===== src/rtl/if_fetch_pkg.sv =====
// Shared constants and FSM encoding for the instruction fetch stage.
package if_fetch_pkg;

    localparam logic [31:0] INST_NOP         = 32'h0000_0013;
    localparam logic [31:0] RESET_PC_DEFAULT = 32'h0000_0000;

    typedef enum logic [1:0] {
        ST_IDLE = 2'd0,
        ST_REQ  = 2'd1,
        ST_WAIT = 2'd2,
        ST_ERR  = 2'd3
    } fetch_state_t;

    function automatic logic [31:0] pc_next(input logic [31:0] pc);
        return pc + 32'd4;
    endfunction

endpackage


===== src/rtl/if_fetch_if.sv =====
// Instruction-bus request/grant/response bundle; master is the fetch unit, slave the memory.
interface if_fetch_if;
    logic        ibus_req_o;
    logic [31:0] ibus_addr_o;
    logic        ibus_gnt_i;
    logic        ibus_rvalid_i;
    logic [31:0] ibus_rdata_i;

    modport master (
        output ibus_req_o,
        output ibus_addr_o,
        input  ibus_gnt_i,
        input  ibus_rvalid_i,
        input  ibus_rdata_i
    );

    modport slave (
        input  ibus_req_o,
        input  ibus_addr_o,
        output ibus_gnt_i,
        output ibus_rvalid_i,
        output ibus_rdata_i
    );
endinterface


===== src/rtl/if_fetch_buf.sv =====
// One-entry instruction/address holding register; contents visible the cycle after load.
// Consume clears it unless a load lands in the same cycle; flush beats load beats consume.
module if_fetch_buf (
    input  logic        clk,
    input  logic        rst,
    input  logic        i_load,
    input  logic [31:0] i_inst,
    input  logic [31:0] i_addr,
    input  logic        i_consume,
    input  logic        i_flush,
    output logic        o_vld,
    output logic [31:0] o_inst,
    output logic [31:0] o_addr
);
    logic        r_vld;
    logic [31:0] r_inst;
    logic [31:0] r_addr;

    always_ff @(posedge clk) begin
        if (!rst) begin
            r_vld  <= 1'b0;
            r_inst <= 32'h0;
            r_addr <= 32'h0;
        end else if (i_flush) begin
            r_vld <= 1'b0;
        end else if (i_load) begin
            r_vld  <= 1'b1;
            r_inst <= i_inst;
            r_addr <= i_addr;
        end else if (i_consume && r_vld) begin
            r_vld <= 1'b0;
        end
    end

    assign o_vld  = r_vld;
    assign o_inst = r_inst;
    assign o_addr = r_addr;
endmodule


===== src/rtl/if_fetch.sv =====
// Instruction fetch: one outstanding ibus request feeding a 1-entry buffer; data shows 1 cycle after rvalid.
// hold_flag_i stalls new requests until the buffer drains; IF_FETCH_MISALIGN_CHK_EN traps misaligned jumps.
module if_fetch
    import if_fetch_pkg::*;
#(
    parameter logic [31:0] RESET_PC = RESET_PC_DEFAULT
) (
    input  logic              clk,
    input  logic              rst,
    input  logic              jump_en_i,
    input  logic [31:0]       jump_addr_i,
    input  logic              hold_flag_i,
    if_fetch_if.master        ibus,
    output logic [31:0]       inst_o,
    output logic [31:0]       inst_addr_o,
    output logic              fetch_err_o
);
    fetch_state_t r_state;
    logic [31:0]  r_pc;
    logic         r_req;
    logic         r_discard;
    logic         r_err;

    logic         w_buf_vld;
    logic [31:0]  w_buf_inst;
    logic [31:0]  w_buf_addr;
    logic         w_buf_free;
    logic         w_jump;
    logic         w_misalign;
    logic [31:0]  w_jump_tgt;
    logic         w_load;

`ifdef IF_FETCH_MISALIGN_CHK_EN
    assign w_misalign = jump_en_i && (jump_addr_i[1:0] != 2'b00);
    assign w_jump_tgt = jump_addr_i;
`else
    assign w_misalign = 1'b0;
    assign w_jump_tgt = jump_addr_i & 32'hFFFF_FFFC;
`endif

    // Once trapped, redirects are ignored until reset.
    assign w_jump     = jump_en_i && (r_state != ST_ERR);
    assign w_buf_free = !w_buf_vld || !hold_flag_i;
    assign w_load     = (r_state == ST_WAIT) && ibus.ibus_rvalid_i && !r_discard && !jump_en_i;

    always_ff @(posedge clk) begin
        if (!rst) begin
            r_state   <= ST_IDLE;
            r_pc      <= RESET_PC;
            r_req     <= 1'b0;
            r_discard <= 1'b0;
            r_err     <= 1'b0;
        end else if (w_jump && w_misalign) begin
            r_state   <= ST_ERR;
            r_pc      <= w_jump_tgt;
            r_req     <= 1'b0;
            r_discard <= 1'b0;
            r_err     <= 1'b1;
        end else begin
            case (r_state)
                ST_IDLE: begin
                    if (w_jump) begin
                        r_pc    <= w_jump_tgt;
                        r_state <= ST_REQ;
                        r_req   <= 1'b1;
                    end else if (w_buf_free) begin
                        r_state <= ST_REQ;
                        r_req   <= 1'b1;
                    end
                end
                ST_REQ: begin
                    if (w_jump) begin
                        r_pc <= w_jump_tgt;
                        // A grant coinciding with the jump still owes us a response to swallow.
                        if (ibus.ibus_gnt_i) begin
                            r_state   <= ST_WAIT;
                            r_req     <= 1'b0;
                            r_discard <= 1'b1;
                        end
                    end else if (ibus.ibus_gnt_i) begin
                        r_pc    <= pc_next(r_pc);
                        r_state <= ST_WAIT;
                        r_req   <= 1'b0;
                    end
                end
                ST_WAIT: begin
                    if (w_jump) begin
                        r_pc <= w_jump_tgt;
                        if (ibus.ibus_rvalid_i) begin
                            r_state   <= ST_REQ;
                            r_req     <= 1'b1;
                            r_discard <= 1'b0;
                        end else begin
                            r_discard <= 1'b1;
                        end
                    end else if (ibus.ibus_rvalid_i) begin
                        r_discard <= 1'b0;
                        if (r_discard) begin
                            r_state <= ST_REQ;
                            r_req   <= 1'b1;
                        end else begin
                            r_state <= ST_IDLE;
                        end
                    end
                end
                default: begin
                    r_state <= ST_ERR;
                    r_req   <= 1'b0;
                end
            endcase
        end
    end

    if_fetch_buf u_buf (
        .clk       (clk),
        .rst       (rst),
        .i_load    (w_load),
        .i_inst    (ibus.ibus_rdata_i),
        .i_addr    (r_pc - 32'd4),
        .i_consume (!hold_flag_i),
        .i_flush   (w_jump),
        .o_vld     (w_buf_vld),
        .o_inst    (w_buf_inst),
        .o_addr    (w_buf_addr)
    );

    assign ibus.ibus_req_o  = r_req;
    assign ibus.ibus_addr_o = r_pc;
    assign inst_o           = w_buf_vld ? w_buf_inst : INST_NOP;
    assign inst_addr_o      = w_buf_vld ? w_buf_addr : 32'h0;
    assign fetch_err_o      = r_err;
endmodule


===== src/flat_wrapper.sv =====
// flat-port wrapper written by rule: the top's interface ports become plain ports
module if_fetch_flat import if_fetch_pkg::*;
#(
    parameter logic [31:0] RESET_PC = RESET_PC_DEFAULT
)
  (clk, rst, jump_en_i, jump_addr_i, hold_flag_i, inst_o, inst_addr_o, fetch_err_o, ibus_ibus_req_o, ibus_ibus_addr_o, ibus_ibus_gnt_i, ibus_ibus_rvalid_i, ibus_ibus_rdata_i);
  if_fetch_if ibus_i ();
  input  logic clk;
  input  logic rst;
  input  logic jump_en_i;
  input  logic [31:0] jump_addr_i;
  input  logic hold_flag_i;
  output logic [31:0] inst_o;
  output logic [31:0] inst_addr_o;
  output logic fetch_err_o;
  output wire logic [$bits(ibus_i.ibus_req_o)-1:0] ibus_ibus_req_o;
  output wire logic [$bits(ibus_i.ibus_addr_o)-1:0] ibus_ibus_addr_o;
  input wire logic [$bits(ibus_i.ibus_gnt_i)-1:0] ibus_ibus_gnt_i;
  input wire logic [$bits(ibus_i.ibus_rvalid_i)-1:0] ibus_ibus_rvalid_i;
  input wire logic [$bits(ibus_i.ibus_rdata_i)-1:0] ibus_ibus_rdata_i;
  assign ibus_ibus_req_o = ibus_i.ibus_req_o;
  assign ibus_ibus_addr_o = ibus_i.ibus_addr_o;
  assign ibus_i.ibus_gnt_i = ibus_ibus_gnt_i;
  assign ibus_i.ibus_rvalid_i = ibus_ibus_rvalid_i;
  assign ibus_i.ibus_rdata_i = ibus_ibus_rdata_i;
  if_fetch #(.RESET_PC(RESET_PC)) u_core (.clk(clk), .rst(rst), .jump_en_i(jump_en_i), .jump_addr_i(jump_addr_i), .hold_flag_i(hold_flag_i), .ibus(ibus_i), .inst_o(inst_o), .inst_addr_o(inst_addr_o), .fetch_err_o(fetch_err_o));
endmodule

===== config.mk =====
export PLATFORM = sky130hd
export DESIGN_NAME = if_fetch_flat
export DESIGN_NICKNAME = d
export VERILOG_FILES = /design/src/rtl/if_fetch_pkg.sv /design/src/rtl/if_fetch_if.sv /design/src/rtl/if_fetch_buf.sv /design/src/rtl/if_fetch.sv /design/src/flat_wrapper.sv
export SDC_FILE = /design/constraint.sdc
export NUM_CORES = 1
export LEC_CHECK = 0
export BUFFER_PORTS_ARGS = -buffer_cell sky130_fd_sc_hd__buf_2
export CAP_MARGIN = 20
export CORE_ASPECT_RATIO = 1.4
export CORE_MARGIN = 1.5
export CORE_UTILIZATION = 35
export DETAILED_ROUTE_END_ITERATION = 10
export PLACE_DENSITY = 0.65
export SLEW_MARGIN = 20
export SYNTH_ARGS = -nofsm -noshare
export SYNTH_HDL_FRONTEND = slang
export SYNTH_SLANG_ARGS = --single-unit
export TNS_END_PERCENT = 20

===== constraint.sdc =====
create_clock -name clk -period 4.5 [get_ports clk]
set_input_delay 0.675 -clock clk [delete_from_list [all_inputs] [get_ports clk]]
set_output_delay 0.675 -clock clk [all_outputs]
set_load 0.005 [all_outputs]

### After elaboration in Yosys (flattened, before gate mapping)

Index checks and enable logic that the tools add are counted.

* add/subtract/negate cells: 2
* equal/unequal tests: 11
* muxes and demuxes: 30
* bitwise gates (word level): 2
* reductions and logical operators: 21

Operators by type and width (number)
* two-way mux 32 bit: 5
* case mux 32 bit (2 select lines): 1
* adder 32 x 3 -> 32 bit (second input constant): 1
* subtractor 32 x 3 -> 32 bit (second input constant): 1
* two-way mux 1 bit: 15
* two-way mux 2 bit: 6
* inequality test 2 bit (second input constant): 4
* AND reduction 4 bit: 2
* inequality test 3 x 2 -> 1 bit (second input constant): 2
* inequality test 3 bit (second input constant): 2
* case mux 2 bit (3 select lines): 1
* AND reduction 3 bit: 2
* nonzero test 2 bit: 3
* logical AND 1 bit: 5
* zero test 1 bit: 4
* OR reduction 2 bit: 2
* case mux 1 bit (3 select lines): 1
* equality test 2 x 1 -> 1 bit (second input constant): 1
* equality test 2 bit (second input constant): 1
* zero test 2 bit: 1
* inequality test 2 x 1 -> 1 bit (second input constant): 1
* inverter 1 bit: 2
* case mux 1 bit (2 select lines): 1
* AND reduction 2 bit: 1
* logical OR 1 bit: 1

* register bits: 101
* bits of input ports: 70
* word-level logic and storage cells: 73

### Longest topological paths before layout

* word-level depth: 5
* mapped depth: 9
* gate-level depth less buffers: 7

### Cells and area by module

From an unflattened synthesis, not the netlist that was laid out.

* cells, all modules: 762
* area total of the unflattened synthesis: 5973.2 µm²

Modules (own cells, without submodules)
* if_fetch: instances 1, cells each 480, area an instance 3303.2 µm², sequential area each 680.7 µm²
* if_fetch_buf: instances 1, cells each 282, area an instance 2670.1 µm², sequential area each 1301.2 µm²

### Least setup slack after synthesis

OpenSTA, ideal clock, no wires.

* kind: input port to flip-flop
* from: in jump_en_i
* to: reg u_core.r_pc[17] (netlist: u_core.ibus.ibus_addr_o[17])
* arrival time: 2.029 ns
* required time: 4.419 ns
* setup slack: 2.391 ns
* stages on the path: 6
* cell sequence: clkbuf_1 > a21oi_1 > a21oi_1 > nand2_1 > or4_1 > a41oi_1

* word-level cells in the longest chain between the ends: 3
* elaborated cells between the ends (all ways): 6
* classes of those cells: 2 x eq/ne; 2 x mux; 2 x reduce/logical

Ends and longest elaborated chain
* from (decl): line flat_wrapper.sv:10 `input logic jump_en_i;`
* logical AND 1 bit *: line if_fetch.sv:42 `assign w_jump = jump_en_i && (r_state != ST_ERR);`
* inequality test 3 bit (no line), or another cell as far along
* AND reduction 3 bit (no line) or case mux 32 bit (2 select lines) (tied branches)
* to (signal assigned): line if_fetch.sv:55 `r_pc <= w_jump_tgt;`
* to (signal assigned): line if_fetch.sv:63 `r_pc <= w_jump_tgt;`
* to (signal assigned): line if_fetch.sv:73 `r_pc <= w_jump_tgt;`
* to (decl): line if_fetch.sv:19 `logic [31:0] r_pc;`

Every way passes the cells marked *; elsewhere a longest branch is shown, timed or not.
A chain may end at the register's enable or synchronous reset.

### Worst setup path after layout

* from: reg u_core.u_buf.r_vld (netlist: u_core.u_buf.o_vld)
* to: out inst_addr_o[10]

* word-level cells in the longest chain between the ends: 1

Ends and longest elaborated chain
* from (decl): line if_fetch_buf.sv:15 `logic r_vld;`
* from (signal assigned): line if_fetch_buf.sv:21 `r_vld <= 1'b0;`
* from (signal assigned): line if_fetch_buf.sv:25 `r_vld <= 1'b0;`
* from (signal assigned): line if_fetch_buf.sv:27 `r_vld <= 1'b1;`
* two-way mux 32 bit: line if_fetch.sv:130 `assign inst_addr_o = w_buf_vld ? w_buf_addr : 32'h0;`
* to (decl): line flat_wrapper.sv:14 `output logic [31:0] inst_addr_o;`

Every way passes these cells.

==> metrics.md <==
| Metric | Value |
|---|---|
| Result of the run | `finished clean` |
| CP Capture Type | `primary output` |
| Share of layout cells above drive strength 1 | `around 25%` |
| CTS Buf Count | `9` |
| HP Start | `u_core.u_buf.o_inst[28]` |
| Die Wd | `~110 µm` |
| Clock tree from TritonCTS | `built` |
| Sequential area share after synthesis | `approximately 36%` |
| Actual slew at the worst max-slew pin | `0.6454 ns` |
| Final period util | `between 50 and 60%` |
| Critical Path RT | `3.83 ns` |
| Mean Syn Cell Area | `roughly 7.6 µm²` |
| # setup viols final | `0` |
| Multi-input logic area | `~3200 µm²` |
| Gp weighted congestion | `roughly 0.80` |
| Critical path data arrival time | `about 1.8 ns` |
| Peak supply drop | `between 0.15 and 0.2 mV` |
| Dpl cell area | `just over 6000 µm²` |
| RSZ-0062 raised after global routing | `false` |
| H-tree depth | `3` |
| CTS Hold Bufs | `0` |
| Reg area | `~1900 µm²` |
| Top post-synthesis cells by count | `nand2_1, dfxtp_1, a21oi_1` |
| Yosys cell types | `59` |
| Setup TNS | `0 ns` |
| # diodes | `0` |
| Clock Skews | `between 0.009 and 0.01 ns` |
| Ys async rst share | `0%` |
| Yosys reg bits | `97` |
| Via count | `5338` |
| Initial antenna violation count | `0` |
| Post-synth top area share | `36.02%` |
| Longest Clk Path Bufs | `2` |
| Max cap viols | `0` |
| 1st-iter DRT viols | `351` |
| Critical R2R Launch | `u_core.ibus.ibus_addr_o[4]` |
| Num rows | `53` |
| Final instance area | `about 6600 µm²` |
| # DRC | `0` |
| Hold-critical path endpoint | `u_core.u_buf.o_inst[28]` |
| Critical path startpoint category | `register` |
| Fillers | `~1.5k` |
| Number of nets still failing antenna checks after routing | `0` |
| Top-count cell post-synth | `nand2_1` |
| Fmax achieved | `397.3 MHz` |
| Pleak | `2.652 nW` |
| Per-cell routed wire length | `14.70 µm` |
| Die Height | `approximately 150 µm` |
| Top area cells in the synthesized netlist | `dfxtp_1, nand2_1, and2_1` |
| Grt total ovfl | `0` |
| Crit Path Category | `reg2out` |
| Clk_lat worst skew | `between 0.3 and 0.4 ns` |
| Total clock sinks | `97` |
| Synthesized instance count | `711` |
| Mean number of vias per cell | `approximately 5.2` |
| Post-CTS setup buffers | `0` |
| Starting Density | `35.82%` |
| Post_cts resized | `0` |
| Clock slew at the register clock pins of the worst setup and hold paths | `roughly 0.060 ns` |
| Post-synth EDFFs | `0` |
| Fin. Hold Viols | `0` |
| Clock root buffer | `clkbuf_16` |
| Detailed Route WL | `between 10000 and 15000 µm` |
| Normalized max-slew margin | `roughly 57%` |
| R2R setup slack | `roughly 2.1 ns` |
| Total global-route track usage | `between 10% and 20%` |
| DRT Pass-1 Iters | `5` |
| Post-layout min period | `between 2 and 3 ns` |
| Vias in the first global route | `just under 5k` |
| Fin. max-slew vios | `0` |
| Area growth, synth to finish | `22.21%` |
| Core footprint | `roughly 15000 µm²` |
| DP HPWL | `between 10000 and 15000 µm` |
| Reg2reg end | `u_core.u_buf.o_addr[12]` |
| Final net count | `between 800 and 900` |
| Largest net degree at the start of global routing | `72` |
| Synthesis Warnings | `0` |
| Hold path depth | `2` |
| First-pass GRT wire length | `approximately 24000 µm` |
| Synth Cell Area | `between 5000 and 6000 µm²` |
| # IOs | `168` |
| Worst r2r path cells | `5` |
| Max FO, Critical Path | `40` |
| Top FF cell, synth | `dfxtp_1` |
| Area leader, netlist | `dfxtp_1` |
| Worst Hold Class | `reg2reg` |
| Port Buffer Count | `160` |
| DIE AREA | `~16000 µm²` |
| Power Dens Cells | `350.9 nW/µm²` |
## worst max-delay path by stage
stage	start	to	slack (ns)
after floorplan	jump_en_i	u_core.ibus.ibus_addr_o[17]	2.39
after CTS	u_core.u_buf.o_vld	inst_addr_o[10]	1.92
after global routing	u_core.u_buf.o_vld	inst_addr_o[10]	1.80
final	u_core.u_buf.o_vld	inst_addr_o[10]	1.98
after global placement	jump_en_i	u_core.ibus.ibus_addr_o[17]	2.04
after detailed placement	jump_en_i	u_core.ibus.ibus_addr_o[17]	2.04
## power breakdown
| part | internal, mW | total (mW) | leakage [nW] | switching [mW] |
|---|---|---|---|---|
| sequential | 0.903 | 0.991 | 0.789 | 0.0881 |
| clock | 0.598 | 0.921 | 0.173 | 0.324 |
| combinational | 0.167 | 0.400 | 1.69 | 0.233 |
## per-stage QoR
stage	instances	hold slack [ns]	setup slack (ns)	utilization, %	power (mW)
after floorplan	715	0.4312	2.391	-	1.281
after global placement	1005	0.4374	2.043	41.39	1.403
after detailed placement	1005	0.4419	2.041	41.39	1.408
after CTS	1020	0.4511	1.917	43.77	2.342
after global routing	1020	0.4649	1.798	43.77	2.429
final	1020	0.4503	1.983	43.77	2.312
## cell type report
type | instances | share of cell area, %
repair buffers | 170 | 13.29
clock inverters | 5 | 1.956
flip-flops and latches | 97 | 29.47
clock buffers | 10 | 3.475
well taps | 192 | 3.646
inverters | 6 | 0.3418
multi-input cells | 540 | 47.82
## flip-flops by register name (all words and copies together) (netlist names)
name                     count
u_core.u_buf.o_inst         32
u_core.ibus.ibus_req_o       1
u_core.r_state               2
u_core.u_buf.o_addr         30
u_core.r_discard             1
u_core.ibus.ibus_addr_o     30
u_core.u_buf.o_vld           1
## worst max-delay path, cell delays in order, from the launching register on
cell     delay (ns)
dfxtp_1        0.73
buf_4          0.44
and2_1         0.21
buf_2          0.12
## kinds of logic (layout without fill, tap and decap cells)
| group | count (synthesis) | in the layout | share of synthesized area, % |
|---|---|---|---|
| xor+xnor | 27 | 27 | 4.386 |
| fa+ha+maj | 2 | 2 | 0.4641 |
| flops | 97 | 97 | 36.02 |
| buf+inv | 78 | 191 | 6.127 |
| compound gates | 170 | 170 | 19.26 |
| mux | 7 | 7 | 1.300 |
| simple gates | 329 | 329 | 32.37 |
| other cells | 1 | 5 | 0.06955 |
## layout by cell type, fill, tap and decap left out, types with 8 or more instances in the layout
cell type / count
dfxtp_1: 97
and2_1: 62
nor4_1: 11
nand3_1: 23
nand2b_1: 8
nor2_1: 29
a211oi_1: 15
buf_2: 160
a21oi_1: 68
o21ai_0: 33
nor4_2: 11
xor2_1: 8
xnor2_1: 19
nand2_1: 114
nor3_1: 25
clkbuf_16: 9
buf_4: 10
or3_1: 10
## layer usage
layer	part of all wire, %	GRT usage [%]	wire length, µm	up-vias
li1	-	-	-	2686
met1	45	24.55	6712	2455
met2	48	30.76	7233	181
met3	5.3	3.136	788	16
met4	1.7	5.526	261	0
met5	0	0	0	-
Power figures use the tool's default switching activity.
